File: src/rtl/mem_bus_arbiter_if.sv
// Signal bundle between the core's fetch/data ports, the arbiter and the
// external memory bus. The arbiter connects through the slave modport; the
// core/memory environment drives the master side.
interface mem_bus_arbiter_if #(
    parameter int AW = 32,
    parameter int DW = 32
);
    // Fetch side
    logic          i_req;
    logic [AW-1:0] i_addr;
    logic          i_ack;
    logic [DW-1:0] i_rdata;

    // Data side
    logic          d_req;
    logic          d_write;
    logic [1:0]    d_size;
    logic [AW-1:0] d_addr;
    logic [DW-1:0] d_wdata;
    logic          d_ack;
    logic [DW-1:0] d_rdata;

    // External memory bus
    logic          mem_req;
    logic          mem_write;
    logic [1:0]    mem_size;
    logic [AW-1:0] mem_addr;
    logic [DW-1:0] mem_wdata;
    logic [DW-1:0] mem_rdata;
    logic          mem_ack_n;

    // Error reporting
    logic          bus_err;
    logic          err_src;

    modport slave (
        input  i_req, i_addr,
        input  d_req, d_write, d_size, d_addr, d_wdata,
        input  mem_rdata, mem_ack_n,
        output i_ack, i_rdata, d_ack, d_rdata,
        output mem_req, mem_write, mem_size, mem_addr, mem_wdata,
        output bus_err, err_src
    );

    modport master (
        output i_req, i_addr,
        output d_req, d_write, d_size, d_addr, d_wdata,
        output mem_rdata, mem_ack_n,
        input  i_ack, i_rdata, d_ack, d_rdata,
        input  mem_req, mem_write, mem_size, mem_addr, mem_wdata,
        input  bus_err, err_src
    );
endinterface

File: src/rtl/mem_bus_arbiter.sv
// Round-robin arbiter sharing one memory port between instruction fetch and
// data access. One transaction at a time; misaligned data accesses are
// rejected without a bus cycle, and a stuck bus is aborted after TIMEOUT
// busy cycles. All outputs are registered.
module mem_bus_arbiter #(
    parameter int AW      = 32,
    parameter int DW      = 32,
    parameter int TIMEOUT = 255   // 1..255
) (
    input  logic             clk,
    input  logic             rst,
    mem_bus_arbiter_if.slave bus
);

    typedef enum logic [1:0] {IDLE, IBUSY, DBUSY, DERR} state_t;

    // Busy cycles are counted from 0, so the abort fires on the edge that
    // ends the TIMEOUT-th busy cycle.
    localparam logic [7:0] TMO_LAST = 8'(TIMEOUT - 1);

    state_t     state;
    state_t     state_nxt;
    logic       last_data;   // 1 when the data side won the previous grant
    logic [7:0] tmo_cnt;

    logic       pick_data;
    logic       grant_i;
    logic       grant_d;
    logic       misaligned;
    logic       acked;
    logic       timed_out;

    // Arbitration, alignment check and next-state decode.
    always_comb begin
        // NOTE: every signal written here gets a default first so that no
        // path through the case leaves it unassigned (which would infer a latch).
        state_nxt  = state;
        grant_i    = 1'b0;
        grant_d    = 1'b0;
        misaligned = 1'b0;
        acked      = 1'b0;
        timed_out  = 1'b0;
        pick_data  = bus.d_req && (!bus.i_req || !last_data);

        unique case (state)
            IDLE: begin
                if (bus.i_req || bus.d_req) begin
                    if (pick_data) begin
                        grant_d    = 1'b1;
                        misaligned = ((bus.d_size == 2'b00) && (bus.d_addr[1:0] != 2'b00)) ||
                                     ((bus.d_size == 2'b01) && bus.d_addr[0]);
                        state_nxt  = misaligned ? DERR : DBUSY;
                    end else begin
                        grant_i   = 1'b1;
                        state_nxt = IBUSY;
                    end
                end
            end
            IBUSY, DBUSY: begin
                acked     = !bus.mem_ack_n;
                timed_out = bus.mem_ack_n && (tmo_cnt == TMO_LAST);
                if (acked || timed_out) begin
                    state_nxt = IDLE;
                end
            end
            DERR: begin
                state_nxt = IDLE;
            end
            default: begin
                state_nxt = IDLE;
            end
        endcase
    end

    // State register.
    always_ff @(posedge clk) begin
        // NOTE: sequential state uses non-blocking assignments so every
        // register samples the pre-edge values regardless of block order.
        if (rst) begin
            state <= IDLE;
        end else begin
            state <= state_nxt;
        end
    end

    // Bus fields, completion pulses, read data, timeout counter and error flags.
    always_ff @(posedge clk) begin
        if (rst) begin
            // NOTE: the bus fields and read-data holding registers are reset
            // too, not only the control state, because every output must
            // read 0 after reset.
            last_data     <= 1'b1;
            tmo_cnt       <= 8'd0;
            bus.i_ack     <= 1'b0;
            bus.i_rdata   <= {DW{1'b0}};
            bus.d_ack     <= 1'b0;
            bus.d_rdata   <= {DW{1'b0}};
            bus.mem_req   <= 1'b0;
            bus.mem_write <= 1'b0;
            bus.mem_size  <= 2'b00;
            bus.mem_addr  <= {AW{1'b0}};
            bus.mem_wdata <= {DW{1'b0}};
            bus.bus_err   <= 1'b0;
            bus.err_src   <= 1'b0;
        end else begin
            // Completion pulses last exactly one cycle.
            bus.i_ack <= 1'b0;
            bus.d_ack <= 1'b0;

            if (grant_i) begin
                last_data     <= 1'b0;
                tmo_cnt       <= 8'd0;
                bus.mem_req   <= 1'b1;
                bus.mem_write <= 1'b0;
                bus.mem_size  <= 2'b00;
                bus.mem_addr  <= bus.i_addr;
            end

            if (grant_d) begin
                last_data <= 1'b1;
                if (misaligned) begin
                    // Rejected locally: answer immediately, bus untouched.
                    bus.d_ack   <= 1'b1;
                    bus.d_rdata <= {DW{1'b0}};
                    bus.bus_err <= 1'b1;
                    bus.err_src <= 1'b1;
                end else begin
                    tmo_cnt       <= 8'd0;
                    bus.mem_req   <= 1'b1;
                    bus.mem_write <= bus.d_write;
                    bus.mem_size  <= (bus.d_size == 2'b11) ? 2'b10 : bus.d_size;
                    bus.mem_addr  <= bus.d_addr;
                    bus.mem_wdata <= bus.d_wdata;
                end
            end

            if (acked || timed_out) begin
                // An ack on the same edge as the timeout wins.
                bus.mem_req <= 1'b0;
                if (state == IBUSY) begin
                    bus.i_ack   <= 1'b1;
                    bus.i_rdata <= acked ? bus.mem_rdata : {DW{1'b0}};
                end else begin
                    bus.d_ack   <= 1'b1;
                    bus.d_rdata <= acked ? bus.mem_rdata : {DW{1'b0}};
                end
                if (timed_out) begin
                    bus.bus_err <= 1'b1;
                    bus.err_src <= (state == DBUSY);
                end
            end else if (state == IBUSY || state == DBUSY) begin
                tmo_cnt <= tmo_cnt + 8'd1;
            end
        end
    end

endmodule

File: src/flat_wrapper.sv
// flat-port wrapper written by rule: the top's interface ports become plain ports
module mem_bus_arbiter_flat 
#(
    parameter int AW      = 32,
    parameter int DW      = 32,
    parameter int TIMEOUT = 255            
)
  (clk, rst, bus_i_req, bus_i_addr, bus_d_req, bus_d_write, bus_d_size, bus_d_addr, bus_d_wdata, bus_mem_rdata, bus_mem_ack_n, bus_i_ack, bus_i_rdata, bus_d_ack, bus_d_rdata, bus_mem_req, bus_mem_write, bus_mem_size, bus_mem_addr, bus_mem_wdata, bus_bus_err, bus_err_src);
  mem_bus_arbiter_if #(.AW(AW), .DW(DW)) bus_i ();
  input  logic clk;
  input  logic rst;
  input wire logic [$bits(bus_i.i_req)-1:0] bus_i_req;
  input wire logic [$bits(bus_i.i_addr)-1:0] bus_i_addr;
  input wire logic [$bits(bus_i.d_req)-1:0] bus_d_req;
  input wire logic [$bits(bus_i.d_write)-1:0] bus_d_write;
  input wire logic [$bits(bus_i.d_size)-1:0] bus_d_size;
  input wire logic [$bits(bus_i.d_addr)-1:0] bus_d_addr;
  input wire logic [$bits(bus_i.d_wdata)-1:0] bus_d_wdata;
  input wire logic [$bits(bus_i.mem_rdata)-1:0] bus_mem_rdata;
  input wire logic [$bits(bus_i.mem_ack_n)-1:0] bus_mem_ack_n;
  output wire logic [$bits(bus_i.i_ack)-1:0] bus_i_ack;
  output wire logic [$bits(bus_i.i_rdata)-1:0] bus_i_rdata;
  output wire logic [$bits(bus_i.d_ack)-1:0] bus_d_ack;
  output wire logic [$bits(bus_i.d_rdata)-1:0] bus_d_rdata;
  output wire logic [$bits(bus_i.mem_req)-1:0] bus_mem_req;
  output wire logic [$bits(bus_i.mem_write)-1:0] bus_mem_write;
  output wire logic [$bits(bus_i.mem_size)-1:0] bus_mem_size;
  output wire logic [$bits(bus_i.mem_addr)-1:0] bus_mem_addr;
  output wire logic [$bits(bus_i.mem_wdata)-1:0] bus_mem_wdata;
  output wire logic [$bits(bus_i.bus_err)-1:0] bus_bus_err;
  output wire logic [$bits(bus_i.err_src)-1:0] bus_err_src;
  assign bus_i.i_req = bus_i_req;
  assign bus_i.i_addr = bus_i_addr;
  assign bus_i.d_req = bus_d_req;
  assign bus_i.d_write = bus_d_write;
  assign bus_i.d_size = bus_d_size;
  assign bus_i.d_addr = bus_d_addr;
  assign bus_i.d_wdata = bus_d_wdata;
  assign bus_i.mem_rdata = bus_mem_rdata;
  assign bus_i.mem_ack_n = bus_mem_ack_n;
  assign bus_i_ack = bus_i.i_ack;
  assign bus_i_rdata = bus_i.i_rdata;
  assign bus_d_ack = bus_i.d_ack;
  assign bus_d_rdata = bus_i.d_rdata;
  assign bus_mem_req = bus_i.mem_req;
  assign bus_mem_write = bus_i.mem_write;
  assign bus_mem_size = bus_i.mem_size;
  assign bus_mem_addr = bus_i.mem_addr;
  assign bus_mem_wdata = bus_i.mem_wdata;
  assign bus_bus_err = bus_i.bus_err;
  assign bus_err_src = bus_i.err_src;
  mem_bus_arbiter #(.AW(AW), .DW(DW), .TIMEOUT(TIMEOUT)) u_core (.clk(clk), .rst(rst), .bus(bus_i));
endmodule
File: config.mk
export PLATFORM = sky130hd
export DESIGN_NAME = mem_bus_arbiter_flat
export DESIGN_NICKNAME = d
export VERILOG_FILES = /design/src/rtl/mem_bus_arbiter_if.sv /design/src/rtl/mem_bus_arbiter.sv /design/src/flat_wrapper.sv
export SDC_FILE = /design/constraint.sdc
export NUM_CORES = 1
export LEC_CHECK = 0
export CORE_UTILIZATION = 35
export CTS_CLUSTER_SIZE = 16
export DETAILED_ROUTE_END_ITERATION = 10
export PLACE_DENSITY = 0.72
export SLEW_MARGIN = 20
export SYNTH_ARGS = -nofsm -noshare
export SYNTH_HDL_FRONTEND = slang
export SYNTH_SLANG_ARGS = --single-unit
File: constraint.sdc
create_clock -name clk -period 4.3 [get_ports clk]
set_clock_uncertainty 0.2 [all_clocks]
set_input_delay 1.29 -clock clk [delete_from_list [all_inputs] [get_ports clk]]
set_output_delay 1.29 -clock clk [all_outputs]
set_load 0.01 [all_outputs]
==> results_tabular.tex, run 1 <==
\begin{tabular}{lr}
\hline
Metric & Value \\
\hline
\multicolumn{2}{l}{\textbf{Routing}} \\
\quad Detailed-route DRC error count & 0 \\
\quad Via count & 5466 \\
\quad Detailed-router iteration count before antenna repair & 4 \\
\quad DR WL/cell & 17.6 um \\
\quad Post-DR vias/cell & 5.30 \\
\quad Number of design-rule violations left by the first detailed-router iteration & 292 \\
\quad Drt total wl & 18.2 mm \\
\quad Final antenna-violating net count & 0 \\
\multicolumn{2}{l}{\textbf{Clock network}} \\
\quad Root cell of the clock tree & sky130\_fd\_sc\_hd\_\_clkbuf\_16 \\
\quad CTS tree & done \\
\quad Post-cts hold buffer count & 0 \\
\quad Resized cells post-CTS & 0 \\
\quad Maximum clock path buffer count & 2 \\
\quad Inserted Clock Buffers & 17 \\
\quad Number of sinks handled by clock tree synthesis & 147 \\
\quad Clock latency at the later pin of the worst-skew pair & 0.42 ns \\
\quad Clock-pin slew reported for the worst setup and hold paths after clock tree synthesis & 0.06 ns \\
\quad Number of H-tree branching levels & 4 \\
\quad Number of buffers added for setup after CTS & 0 \\
\multicolumn{2}{l}{\textbf{Power}} \\
\quad Static leakage power & 0.00335 uW \\
\quad Post-layout power & 3700 uW \\
\quad Power per Cell Area & 405 nW/um2 \\
\quad Worst voltage drop across the vdd grid & 278 uV \\
\multicolumn{2}{l}{\textbf{Synth}} \\
\quad Total of flip-flops plus latches after synthesis & 147 \\
\quad Cell count after synthesis & 556 \\
\quad Top cells by instance count after synthesis & sky130\_fd\_sc\_hd\_\_dfxtp\_1 (147), sky130\_fd\_sc\_hd\_\_a22o\_1 (64), sky130\_fd\_sc\_hd\_\_a21oi\_1 (43) \\
\quad Biggest area contributors in the synthesized netlist & sky130\_fd\_sc\_hd\_\_dfxtp\_1 (52\%), sky130\_fd\_sc\_hd\_\_a22o\_1 (9.8\%), sky130\_fd\_sc\_hd\_\_mux2i\_1 (5.4\%) \\
\quad Post-synth EDFFs & 0 \\
\quad Dominant cell by count in the synthesized netlist & sky130\_fd\_sc\_hd\_\_dfxtp\_1 \\
\quad Number of warnings reported in the yosys synthesis log & 0 \\
\quad Primary flip-flop cell chosen by synthesis mapping & sky130\_fd\_sc\_hd\_\_dfxtp\_1 \\
\quad Count of different cell masters after synthesis & 49 \\
\quad Share of flip-flops with an asynchronous set or reset after synthesis & 0\% \\
\quad Syn avg cell area & 10.3 um2 \\
\quad Post-synthesis cell area & 5700 um2 \\
\quad Net count of the mapped netlist & 698 \\
\quad Largest area contributor in the synthesized netlist & sky130\_fd\_sc\_hd\_\_dfxtp\_1 \\
\quad Yosys top cell area share & 51.6\% \\
\quad Share of synthesized area occupied by flip-flops and latches & 51.6\% \\
\multicolumn{2}{l}{\textbf{Global routing}} \\
\quad Global-route total usage across every layer & 20.8\% \\
\quad Number of antenna violations at the first check in global routing & 0 \\
\quad Number of global-route vias before repair & 5311 \\
\quad First-pass GRT wire length & 27.1 mm \\
\quad Global route overflow & 0 \\
\quad Largest net degree at the start of global routing & 52 \\
\multicolumn{2}{l}{\textbf{Setup path}} \\
\quad Worst EP arrival & 3.28 ns \\
\quad Bufs and invs on worst path & 2 \\
\quad Maximum fanout along the worst path & 40 \\
\quad Register-to-register setup slack & 1.93 ns \\
\quad Dominant delay contributor by cell family on the critical path & buffers and inverters \\
\quad Crit path cell chain & clkdlybuf4s50\_1, a21boi\_1, nand2\_2, buf\_4, o21ai\_0, a21oi\_1 \\
\quad CP max stage delay & 0.53 ns \\
\quad Worst path required time & 4.38 ns \\
\quad Type of the setup path with the least slack & primary input to register \\
\quad Worst setup EP type & register \\
\quad Crit start category & primary input \\
\quad CP max-delay cell & sky130\_fd\_sc\_hd\_\_clkdlybuf4s50\_1 \\
\multicolumn{2}{l}{\textbf{Finish}} \\
\quad Register area & 2940 um2 \\
\quad Multi-input logic area & 2510 um2 \\
\quad Final net count & 946 \\
\quad Synth-to-layout area growth & 60.2\% \\
\quad N\_diodes & 0 \\
\quad Fillers & 1325 \\
\quad Fraction of layout cells with a size suffix above 1 & 7.35\% \\
\multicolumn{2}{l}{\textbf{Timing}} \\
\quad Crit path setup slack, layout & 1.10 ns \\
\quad Headroom to the max-slew limit & 57.4\% \\
\quad Total Negative Setup Slacks & 0 ns \\
\quad Unrepaired setup endpoints after global routing & no \\
\quad Measured slew at the worst slew-check pin & 0.637 ns \\
\quad Final hold violation count & 0 \\
\quad Final period util & 74.5\% \\
\quad Pins Over Slew Limit & 0 \\
\quad Maximum achievable frequency & 312 MHz \\
\quad Final setup violation count & 0 \\
\quad Final critical path time including I/O delays and setup & 3.20 ns \\
\multicolumn{2}{l}{\textbf{Floorplan}} \\
\quad Full die area & 16800 um2 \\
\quad Number of top-level pins & 272 \\
\quad DIE HEIGHT & 130 um \\
\quad Number of core rows & 46 \\
\quad Floorplan die width & 130 um \\
\quad Effective utilization at floorplan & 35.9\% \\
\quad Core footprint & 15900 um2 \\
\multicolumn{2}{l}{\textbf{Placed design}} \\
\quad Global placement routability congestion & 0.814 \\
\quad HPWL after detailed placement & 12.8 mm \\
\quad Pre-CTS setup slack & 0.680 ns \\
\quad Number of port buffers & 271 \\
\multicolumn{2}{l}{\textbf{Outcome}} \\
\quad Result of the run & finished, final reports clean \\
\multicolumn{2}{l}{\textbf{Hold path}} \\
\quad Path category of the worst min-delay check & register to register \\
\multicolumn{2}{l}{\textbf{Run}} \\
\quad Max cap viols & 0 \\
\hline
\end{tabular}
## state kept, by name, summed over array words and instances (netlist names)
signal,flops
u_core.bus.d_rdata,32
u_core.bus.err_src,1
u_core.bus.bus_err,1
u_core.tmo_cnt,8
u_core.last_data,1
u_core.bus.d_ack,1
u_core.bus.mem_size,2
u_core.bus.mem_wdata,32
u_core.bus.mem_req,1
u_core.state,2
u_core.bus.mem_addr,32
u_core.bus.i_rdata,32
u_core.bus.mem_write,1
u_core.bus.i_ack,1
## layout by cell type (no fill, tap or decap), types with 3 or more instances in the layout
cell type | netlist | final
sky130_fd_sc_hd__inv_6 | 0 | 3
sky130_fd_sc_hd__a311oi_1 | 3 | 3
sky130_fd_sc_hd__and3_1 | 3 | 3
sky130_fd_sc_hd__nand2_1 | 10 | 8
sky130_fd_sc_hd__a211oi_1 | 34 | 34
sky130_fd_sc_hd__nor3_1 | 37 | 37
sky130_fd_sc_hd__o211ai_1 | 3 | 3
sky130_fd_sc_hd__a22o_1 | 64 | 64
sky130_fd_sc_hd__o21ai_0 | 37 | 37
sky130_fd_sc_hd__clkinv_2 | 0 | 4
sky130_fd_sc_hd__dfxtp_1 | 147 | 147
sky130_fd_sc_hd__o21a_1 | 3 | 3
sky130_fd_sc_hd__clkbuf_16 | 0 | 17
sky130_fd_sc_hd__ha_1 | 6 | 6
sky130_fd_sc_hd__buf_4 | 5 | 12
sky130_fd_sc_hd__clkdlybuf4s50_1 | 0 | 270
sky130_fd_sc_hd__mux2i_1 | 31 | 31
sky130_fd_sc_hd__inv_1 | 6 | 6
sky130_fd_sc_hd__nand3_1 | 36 | 36
sky130_fd_sc_hd__nand2b_1 | 4 | 4
sky130_fd_sc_hd__a21oi_1 | 43 | 43
## layout make-up
type,instances,area share (%)
Clock buffer,19,4.85
Clock inverter,12,1.43
Inverter,6,0.247
Multi-Input combinational cell,349,27.5
Sequential cell,147,32.2
Tap cell,216,2.96
Timing Repair Buffer,283,30.8
## per-stage QoR
stage          utilization [%]  hold WS, ns  instances  instance area (um2)
2_1_floorplan                -        0.266        556                 5700
3_3_place_gp              53.9        0.250       1001                 8560
3_5_place_dp              53.9        0.254       1001                 8560
4_1_cts                   57.5        0.272       1032                 9130
5_1_grt                   57.5        0.286       1032                 9130
6_report                  57.5        0.273       1032                 9130
## logic make-up (layout without fill, tap and decap cells)
family,count (synthesis),in the layout,share of synthesized area [%]
compound gates,209,209,26.6
flops,147,147,51.6
simple gates,103,103,9.92
buf+inv,60,320,5.05
mux,31,31,5.44
fa+ha+maj,6,6,1.32
## metal layers
layer	GRT usage (%)	vias to the layer above	wire length, um
li1	-	2603	-
met1	23.8	2580	7540
met2	34.9	252	8550
met3	7.84	31	1690
met4	8.55	0	420
met5	0	-	0
## report_power, final
group          switching, uW  leakage, uW  total, uW  internal (uW)
Sequential              55.8      0.00120       1510           1460
Clock                    584     0.000280       1450            868
Combinational            341      0.00188        734            393
## final timing paths
| kind | start | cells past startpoint | end |
|---|---|---|---|
| worst max-delay path | bus_d_req | 6 | u_core.bus.mem_wdata[15]$_SDFFE_PP0P_ |
| worst min-delay path | u_core.bus.i_rdata[17]$_SDFFE_PP0P_ | 1 | u_core.bus.i_rdata[17]$_SDFFE_PP0P_ |
| worst max register to register | u_core.state[0]$_SDFFE_PP0P_ | 6 | u_core.tmo_cnt[3]$_SDFF_PP0_ |
| worst min register to register | u_core.bus.i_rdata[17]$_SDFFE_PP0P_ | 1 | u_core.bus.i_rdata[17]$_SDFFE_PP0P_ |
Power figures use the tool's default switching activity.
==> run 2: changes to the inputs <==
--- a/config.mk
+++ b/config.mk
@@ -8,7 +8,7 @@
 export CORE_UTILIZATION = 35
 export CTS_CLUSTER_SIZE = 16
 export DETAILED_ROUTE_END_ITERATION = 10
-export PLACE_DENSITY = 0.72
+export PLACE_DENSITY = 0.75
 export SLEW_MARGIN = 20
 export SYNTH_ARGS = -nofsm -noshare
 export SYNTH_HDL_FRONTEND = slang
==> constraint.sdc (replaced) <==
create_clock -name clk -period 2.6 [get_ports clk]
set_clock_uncertainty 0.2 [all_clocks]
set_input_delay 0.78 -clock clk [delete_from_list [all_inputs] [get_ports clk]]
set_output_delay 0.78 -clock clk [all_outputs]
set_load 0.01 [all_outputs]
==> results_tabular.tex, run 2 (synthesis results as in run 1) <==
\begin{tabular}{lr}
\hline
Metric & Value \\
\hline
\multicolumn{2}{l}{\textbf{Outcome}} \\
\quad Result of the run & finished, final reports clean (unchanged) \\
\multicolumn{2}{l}{\textbf{Setup path}} \\
\quad Worst setup EP type & register (unchanged) \\
\quad Worst Setup EP & u\_core.bus.d\_rdata[31]\$\_SDFF\_PP0\_ (was u\_core.bus.mem\_wdata[15]\$\_SDFFE\_PP0P\_) \\
\quad Type of the setup path with the least slack & primary input to register (unchanged) \\
\quad Critical Path Start & bus\_d\_addr[1] (was bus\_d\_req) \\
\quad Capture instance of the worst register-to-register path & u\_core.bus.d\_rdata[31]\$\_SDFF\_PP0\_ (was u\_core.tmo\_cnt[3]\$\_SDFF\_PP0\_) \\
\quad Reg2reg path depth & 7 (was 6) \\
\quad Crit start category & primary input (unchanged) \\
\quad Worst EP arrival & 2.47 ns (was 3.28 ns) \\
\quad Maximum fanout along the worst path & 32 (was 40) \\
\quad Worst path required time & 2.71 ns (was 4.38 ns) \\
\quad Origin of the critical flop-to-flop path & u\_core.state[0]\$\_SDFFE\_PP0P\_ (unchanged) \\
\quad Register-to-register setup slack & 0.53 ns (was 1.93 ns) \\
\multicolumn{2}{l}{\textbf{Placed design}} \\
\quad Placement Cell Area & 8800 um2 (was 8560 um2) \\
\quad HPWL after detailed placement & 12.5 mm (was 12.8 mm) \\
\quad Number of instances in the placed design & 1024 (was 1001) \\
\quad Number of port buffers & 271 (unchanged) \\
\quad Global placement routability congestion & 0.780 (was 0.814) \\
\multicolumn{2}{l}{\textbf{Power}} \\
\quad Int Pwr & 4410 uW (was 2720 uW) \\
\quad Power per Cell Area & 660 nW/um2 (was 405 nW/um2) \\
\quad Relative contribution of the clock network to total power & 39.0\% (was 39.2\%) \\
\quad Sequential share of power & 40.2\% (was 40.9\%) \\
\quad Comb pwr share & 20.8\% (was 19.8\%) \\
\quad Switching share of total power & 28.9\% (was 26.5\%) \\
\quad Static leakage power & 0.00349 uW (was 0.00335 uW) \\
\quad Post-layout power & 6200 uW (was 3700 uW) \\
\quad Worst voltage drop across the vdd grid & 545 uV (was 278 uV) \\
\quad Switching power & 1790 uW (was 981 uW) \\
\multicolumn{2}{l}{\textbf{Clock network}} \\
\quad Number of H-tree branching levels & 4 (unchanged) \\
\quad CTS tree & done (unchanged) \\
\quad Number of buffers added for setup after CTS & 0 (unchanged) \\
\quad Clock latency at the later pin of the worst-skew pair & 0.42 ns (about the same) \\
\quad Inserted Clock Buffers & 17 (unchanged) \\
\quad Number of sinks handled by clock tree synthesis & 147 (unchanged) \\
\quad Root cell of the clock tree & sky130\_fd\_sc\_hd\_\_clkbuf\_16 (unchanged) \\
\quad Clock-pin slew reported for the worst setup and hold paths after clock tree synthesis & 0.07 ns (was 0.06 ns) \\
\quad Resized cells post-CTS & 0 (unchanged) \\
\quad Maximum clock path buffer count & 2 (unchanged) \\
\quad Post-cts hold buffer count & 0 (unchanged) \\
\multicolumn{2}{l}{\textbf{Routing}} \\
\quad DR WL/cell & 17.0 um (was 17.6 um) \\
\quad Detailed-router iteration count before antenna repair & 4 (unchanged) \\
\quad Post-DR vias/cell & 5.17 (was 5.30) \\
\quad Detailed-route DRC error count & 0 (unchanged) \\
\quad Number of design-rule violations left by the first detailed-router iteration & 280 (was 292) \\
\quad Via count & 5456 (was 5466) \\
\quad Final antenna-violating net count & 0 (unchanged) \\
\quad Drt total wl & 18.0 mm (was 18.2 mm) \\
\multicolumn{2}{l}{\textbf{Floorplan}} \\
\quad Core footprint & 15900 um2 (unchanged) \\
\quad Number of core rows & 46 (unchanged) \\
\quad Number of top-level pins & 272 (unchanged) \\
\quad Floorplan die width & 130 um (unchanged) \\
\quad Effective utilization at floorplan & 35.9\% (unchanged) \\
\quad Full die area & 16800 um2 (unchanged) \\
\quad DIE HEIGHT & 130 um (unchanged) \\
\multicolumn{2}{l}{\textbf{Timing}} \\
\quad Measured slew at the worst slew-check pin & 0.416 ns (was 0.637 ns) \\
\quad Final period util & 91.0\% \\
\quad Final setup violation count & 0 (unchanged) \\
\quad Final critical path time including I/O delays and setup & 2.37 ns \\
\quad Maximum achievable frequency & 423 MHz \\
\quad Final hold violation count & 0 (unchanged) \\
\quad Pins Over Slew Limit & 0 (unchanged) \\
\quad Unrepaired setup endpoints after global routing & no (unchanged) \\
\quad Headroom to the max-slew limit & 72.3\% (was 57.4\%) \\
\multicolumn{2}{l}{\textbf{Finish}} \\
\quad Register area & 2940 um2 (unchanged) \\
\quad Synth-to-layout area growth & 64.7\% (was 60.2\%) \\
\quad Multi-input logic area & 2510 um2 (unchanged) \\
\quad Fraction of layout cells with a size suffix above 1 & 10.1\% (was 7.35\%) \\
\quad N\_diodes & 0 (unchanged) \\
\quad Most frequent cells in the layout & sky130\_fd\_sc\_hd\_\_clkdlybuf4s50\_1 (270), sky130\_fd\_sc\_hd\_\_dfxtp\_1 (147), sky130\_fd\_sc\_hd\_\_a22o\_1 (64) (unchanged) \\
\quad Core Util, Final & 59.1\% (was 57.5\%) \\
\quad Fillers & 1400 (was 1325) \\
\quad Most common cell after layout, fill and taps aside & sky130\_fd\_sc\_hd\_\_clkdlybuf4s50\_1 (unchanged) \\
\quad Post-layout instance area & 9390 um2 (was 9130 um2) \\
\quad Final Instance Count excl. Fillers & 1056 (was 1032) \\
\quad Final net count & 969 (was 946) \\
\multicolumn{2}{l}{\textbf{Global routing}} \\
\quad Largest net degree at the start of global routing & 43 (was 52) \\
\quad Global-route total usage across every layer & 21.7\% (was 20.8\%) \\
\quad Number of antenna violations at the first check in global routing & 1 (was 0) \\
\quad Number of global-route vias before repair & 5334 (was 5311) \\
\quad First-pass GRT wire length & 28.3 mm (was 27.1 mm) \\
\quad Global route overflow & 0 (unchanged) \\
\multicolumn{2}{l}{\textbf{Run}} \\
\quad Max cap viols & 0 (unchanged) \\
\multicolumn{2}{l}{\textbf{Hold path}} \\
\quad Path category of the worst min-delay check & register to register (unchanged) \\
\hline
\end{tabular}
[run 2: cell count changes in the layout (fill, tap and decap cells not counted), moves of 2 or more]
cell,before,now
sky130_fd_sc_hd__buf_4,12,29
sky130_fd_sc_hd__buf_12,1,7
sky130_fd_sc_hd__inv_8,0,6
sky130_fd_sc_hd__clkinv_2,4,0
sky130_fd_sc_hd__bufinv_16,2,0
sky130_fd_sc_hd__clkinv_8,0,2
[run 2: critical path, cell delays in order]
cell and delay (ns):
sky130_fd_sc_hd__clkdlybuf4s50_1 0.56, sky130_fd_sc_hd__nand2b_1 0.14, sky130_fd_sc_hd__a2111oi_4 0.46, sky130_fd_sc_hd__a311oi_4 0.09, sky130_fd_sc_hd__buf_12 0.18, sky130_fd_sc_hd__a22o_1 0.25
[run 2: metal layers]
metal,vias up,GRT usage (%),part of all wire [%]
li1,2641,-,-
met1,2601,26.1,42
met2,186,34.9,48
met3,28,8.75,8.4
met4,0,7.46,2.1
met5,-,0,0
[run 2: how the worst min path moves through the flow]
stage | start | to | slack (ns) | cells after the start
floorplan | u_core.state[1]$_SDFFE_PP0P_ | u_core.state[1]$_SDFFE_PP0P_ | 0.27 | 2
global placement | u_core.bus.i_rdata[0]$_SDFFE_PP0P_ | u_core.bus.i_rdata[0]$_SDFFE_PP0P_ | 0.26 | 1
detailed placement | u_core.bus.i_rdata[10]$_SDFFE_PP0P_ | u_core.bus.i_rdata[10]$_SDFFE_PP0P_ | 0.26 | 1
CTS | u_core.bus.mem_wdata[19]$_SDFFE_PP0P_ | u_core.bus.mem_wdata[19]$_SDFFE_PP0P_ | 0.27 | 2
global route | u_core.bus.i_rdata[16]$_SDFFE_PP0P_ | u_core.bus.i_rdata[16]$_SDFFE_PP0P_ | 0.29 | 1
finish | u_core.bus.mem_req$_SDFF_PP0_ | u_core.bus.mem_req$_SDFF_PP0_ | 0.27 | 1
[run 2: cell type report]
cell class	instances	area share (%)
flip-flops and latches	147	31.3
clock inverters	15	1.69
clock buffers	17	4.53
multi-input cells	349	26.7
well taps	216	2.88
repair buffers	306	32.6
inverters	6	0.240
[run 2: metrics by stage]
stage	setup slack [ns]	TNS (ns)	hold slack, ns
global placement	-0.182	-10.48	0.255
finish	0.234	0	0.271
floorplan	0.377	0	0.266
detailed placement	-0.227	-14.05	0.257
global route	0.174	0	0.288
CTS	0.214	0	0.275
[run 2: power by group through the flow]
| stage | Combinational (uW) | Clock (uW) | Sequential (uW) |
|---|---|---|---|
| detailed placement | 1290 | 0 | 2540 |
| global placement | 1280 | 0 | 2540 |
| finish | 1290 | 2420 | 2500 |
| floorplan | 502 | 0 | 2610 |
| global route | 1380 | 2570 | 2510 |
| CTS | 1300 | 2470 | 2500 |
==> run 3: changes to the inputs <==
--- a/config.mk
+++ b/config.mk
@@ -8,7 +8,7 @@
 export CORE_UTILIZATION = 35
 export CTS_CLUSTER_SIZE = 16
 export DETAILED_ROUTE_END_ITERATION = 10
-export PLACE_DENSITY = 0.75
+export PLACE_DENSITY = 0.72
 export SLEW_MARGIN = 20
 export SYNTH_ARGS = -nofsm -noshare
 export SYNTH_HDL_FRONTEND = slang
==> constraint.sdc (replaced) <==
create_clock -name clk -period 2.57 [get_ports clk]
set_clock_uncertainty 0.2 [all_clocks]
set_input_delay 0.771 -clock clk [delete_from_list [all_inputs] [get_ports clk]]
set_output_delay 0.771 -clock clk [all_outputs]
set_load 0.01 [all_outputs]
==> results_tabular.tex, run 3 (synthesis results as in run 1) <==
\begin{tabular}{lr}
\hline
Metric & Value \\
\hline
\multicolumn{2}{l}{\textbf{Outcome}} \\
\quad Result of the run & finished, final reports clean (unchanged) \\
\multicolumn{2}{l}{\textbf{Routing}} \\
\quad Final antenna-violating net count & 0 (unchanged) \\
\quad Detailed-router iteration count before antenna repair & 5 (was 4) \\
\quad DR WL/cell & 17.2 um (was 17.0 um) \\
\quad Post-DR vias/cell & 5.25 (was 5.17) \\
\quad Detailed-route DRC error count & 0 (unchanged) \\
\quad Drt total wl & 18.1 mm (was 18.0 mm) \\
\quad Number of design-rule violations left by the first detailed-router iteration & 270 (was 280) \\
\quad Via count & 5526 (was 5456) \\
\multicolumn{2}{l}{\textbf{Floorplan}} \\
\quad Core footprint & 15900 um2 (unchanged) \\
\quad Floorplan die width & 130 um (unchanged) \\
\quad Number of top-level pins & 272 (unchanged) \\
\quad DIE HEIGHT & 130 um (unchanged) \\
\quad Number of core rows & 46 (unchanged) \\
\quad Full die area & 16800 um2 (unchanged) \\
\quad Effective utilization at floorplan & 35.9\% (unchanged) \\
\multicolumn{2}{l}{\textbf{Global routing}} \\
\quad Number of global-route vias before repair & 5436 (was 5334) \\
\quad Largest net degree at the start of global routing & 53 (was 43) \\
\quad Number of antenna violations at the first check in global routing & 0 (was 1) \\
\quad Global route overflow & 0 (unchanged) \\
\quad First-pass GRT wire length & 27.8 mm (was 28.3 mm) \\
\quad Global-route total usage across every layer & 21.3\% (was 21.7\%) \\
\multicolumn{2}{l}{\textbf{Clock network}} \\
\quad Root cell of the clock tree & sky130\_fd\_sc\_hd\_\_clkbuf\_16 (unchanged) \\
\quad Maximum clock path buffer count & 2 (unchanged) \\
\quad Resized cells post-CTS & 0 (unchanged) \\
\quad Clock latency at the later pin of the worst-skew pair & 0.41 ns (was 0.42 ns) \\
\quad Number of H-tree branching levels & 4 (unchanged) \\
\quad Number of sinks handled by clock tree synthesis & 147 (unchanged) \\
\quad Post-cts hold buffer count & 0 (unchanged) \\
\quad CTS tree & done (unchanged) \\
\quad Clock-pin slew reported for the worst setup and hold paths after clock tree synthesis & 0.06 ns (was 0.07 ns) \\
\quad Number of buffers added for setup after CTS & 0 (unchanged) \\
\quad Inserted Clock Buffers & 17 (unchanged) \\
\multicolumn{2}{l}{\textbf{Setup path}} \\
\quad Maximum fanout along the worst path & 32 (unchanged) \\
\quad Type of the setup path with the least slack & primary input to register (unchanged) \\
\quad Worst Setup EP & u\_core.bus.d\_rdata[19]\$\_SDFF\_PP0\_ (was u\_core.bus.d\_rdata[31]\$\_SDFF\_PP0\_) \\
\quad Origin of the critical flop-to-flop path & u\_core.state[0]\$\_SDFFE\_PP0P\_ (unchanged) \\
\quad Worst EP arrival & 2.49 ns (was 2.47 ns) \\
\quad Crit path cell chain & clkdlybuf4s50\_1, nand2b\_1, a2111oi\_4, a311oi\_4, buf\_12, a22o\_1 (unchanged) \\
\quad CP max stage delay & 0.49 ns (was 0.56 ns) \\
\quad Register-to-register setup slack & 0.49 ns (was 0.53 ns) \\
\quad Capture instance of the worst register-to-register path & u\_core.bus.d\_rdata[19]\$\_SDFF\_PP0\_ (was u\_core.bus.d\_rdata[31]\$\_SDFF\_PP0\_) \\
\quad Critical Path Start & bus\_d\_size[0] (was bus\_d\_addr[1]) \\
\quad Crit start category & primary input (unchanged) \\
\quad Worst path required time & 2.68 ns (was 2.71 ns) \\
\quad Worst setup EP type & register (unchanged) \\
\quad Reg2reg path depth & 7 (unchanged) \\
\quad CP max-delay cell & sky130\_fd\_sc\_hd\_\_a2111oi\_4 (was sky130\_fd\_sc\_hd\_\_clkdlybuf4s50\_1) \\
\multicolumn{2}{l}{\textbf{Timing}} \\
\quad Final hold violation count & 0 (unchanged) \\
\quad Unrepaired setup endpoints after global routing & no (unchanged) \\
\quad Final setup violation count & 0 (unchanged) \\
\quad Total Negative Setup Slacks & 0 ns (unchanged) \\
\quad Maximum achievable frequency & 419 MHz \\
\quad Final critical path time including I/O delays and setup & 2.39 ns \\
\quad Measured slew at the worst slew-check pin & 0.547 ns (was 0.416 ns) \\
\quad Final period util & 92.8\% \\
\quad Headroom to the max-slew limit & 63.5\% (was 72.3\%) \\
\quad Pins Over Slew Limit & 0 (unchanged) \\
\multicolumn{2}{l}{\textbf{Finish}} \\
\quad Final net count & 965 (was 969) \\
\quad Final Instance Count excl. Fillers & 1052 (was 1056) \\
\quad Post-layout instance area & 9390 um2 (about the same) \\
\quad Most common cell after layout, fill and taps aside & sky130\_fd\_sc\_hd\_\_clkdlybuf4s50\_1 (unchanged) \\
\quad Fraction of layout cells with a size suffix above 1 & 9.69\% (was 10.1\%) \\
\quad N\_diodes & 0 (unchanged) \\
\quad Most frequent cells in the layout & sky130\_fd\_sc\_hd\_\_clkdlybuf4s50\_1 (270), sky130\_fd\_sc\_hd\_\_dfxtp\_1 (147), sky130\_fd\_sc\_hd\_\_a22o\_1 (64) (unchanged) \\
\quad Synth-to-layout area growth & 64.8\% (was 64.7\%) \\
\multicolumn{2}{l}{\textbf{Power}} \\
\quad Power per Cell Area & 666 nW/um2 (was 660 nW/um2) \\
\quad Static leakage power & 0.00349 uW (about the same) \\
\quad Worst voltage drop across the vdd grid & 530 uV (was 545 uV) \\
\multicolumn{2}{l}{\textbf{Placed design}} \\
\quad Global placement routability congestion & 0.833 (was 0.780) \\
\quad Number of port buffers & 271 (unchanged) \\
\quad Number of instances in the placed design & 1020 (was 1024) \\
\quad HPWL after detailed placement & 13.0 mm (was 12.5 mm) \\
\quad Placement Cell Area & 8810 um2 (was 8800 um2) \\
\multicolumn{2}{l}{\textbf{Run}} \\
\quad Max cap viols & 0 (unchanged) \\
\multicolumn{2}{l}{\textbf{Hold path}} \\
\quad Path category of the worst min-delay check & register to register (unchanged) \\
\hline
\end{tabular}
[run 3: cell count changes in the layout (fill, tap and decap cells not counted), sizes merged]
cell | before | now
clkinv | 3 | 4
bufinv | 0 | 1
buf | 36 | 32
inv | 16 | 13
clkbuf | 17 | 18
[run 3: layout make-up]
cell class,count,area (um2)
clock buffers,18,439
clock inverters,14,143
fillers,1343,6490
inverters,6,22.5
multi-input cells,349,2510
flip-flops and latches,147,2940
well taps,216,270
repair buffers,302,3070
[run 3: worst min-delay path by stage]
stage | startpoint | endpoint | slack (ns) | depth (start not counted)
after detailed placement | u_core.bus.mem_req$_SDFF_PP0_ | u_core.bus.mem_req$_SDFF_PP0_ | 0.25 | 1
after floorplan | u_core.state[1]$_SDFFE_PP0P_ | u_core.state[1]$_SDFFE_PP0P_ | 0.27 | 2
after CTS | u_core.bus.mem_req$_SDFF_PP0_ | u_core.bus.mem_req$_SDFF_PP0_ | 0.27 | 1
final | u_core.bus.mem_req$_SDFF_PP0_ | u_core.bus.mem_req$_SDFF_PP0_ | 0.26 | 1
after global placement | u_core.bus.mem_req$_SDFF_PP0_ | u_core.bus.mem_req$_SDFF_PP0_ | 0.25 | 1
after global routing | u_core.bus.mem_req$_SDFF_PP0_ | u_core.bus.mem_req$_SDFF_PP0_ | 0.28 | 1
[run 3: per-layer routing]
metal	part of all wire, %	GRT usage, %
met4	2.3	7.93
met2	48	36.6
met1	41	23.6
met5	0	0
met3	9.6	8.59
[run 3: stage by stage]
step / utilization [%] / total power [uW] / hold slack, ns / setup slack [ns]
6_report: 59.1 / 6250 / 0.262 / 0.185
4_1_cts: 59.1 / 6310 / 0.268 / 0.190
3_5_place_dp: 55.5 / 3880 / 0.254 / -0.234
2_1_floorplan: - / 3150 / 0.266 / 0.356
3_3_place_gp: 55.5 / 3850 / 0.250 / -0.207
5_1_grt: 59.1 / 6540 / 0.281 / 0.154
[run 3: worst max-delay path: cells and delay by family]
| family | cells | cell delay [ns] |
|---|---|---|
| and+or+nand+nor | 1 | 0.25 |
| AOI/OAI and AO/OA | 3 | 0.83 |
| buffers and inverters | 2 | 0.62 |
[run 3: power by group]
part	switching (uW)	leakage (uW)	internal, uW	total (uW)
clock	1030	0.000282	1390	2420
combinational	577	0.00201	723	1300
sequential	94.1	0.00120	2440	2530
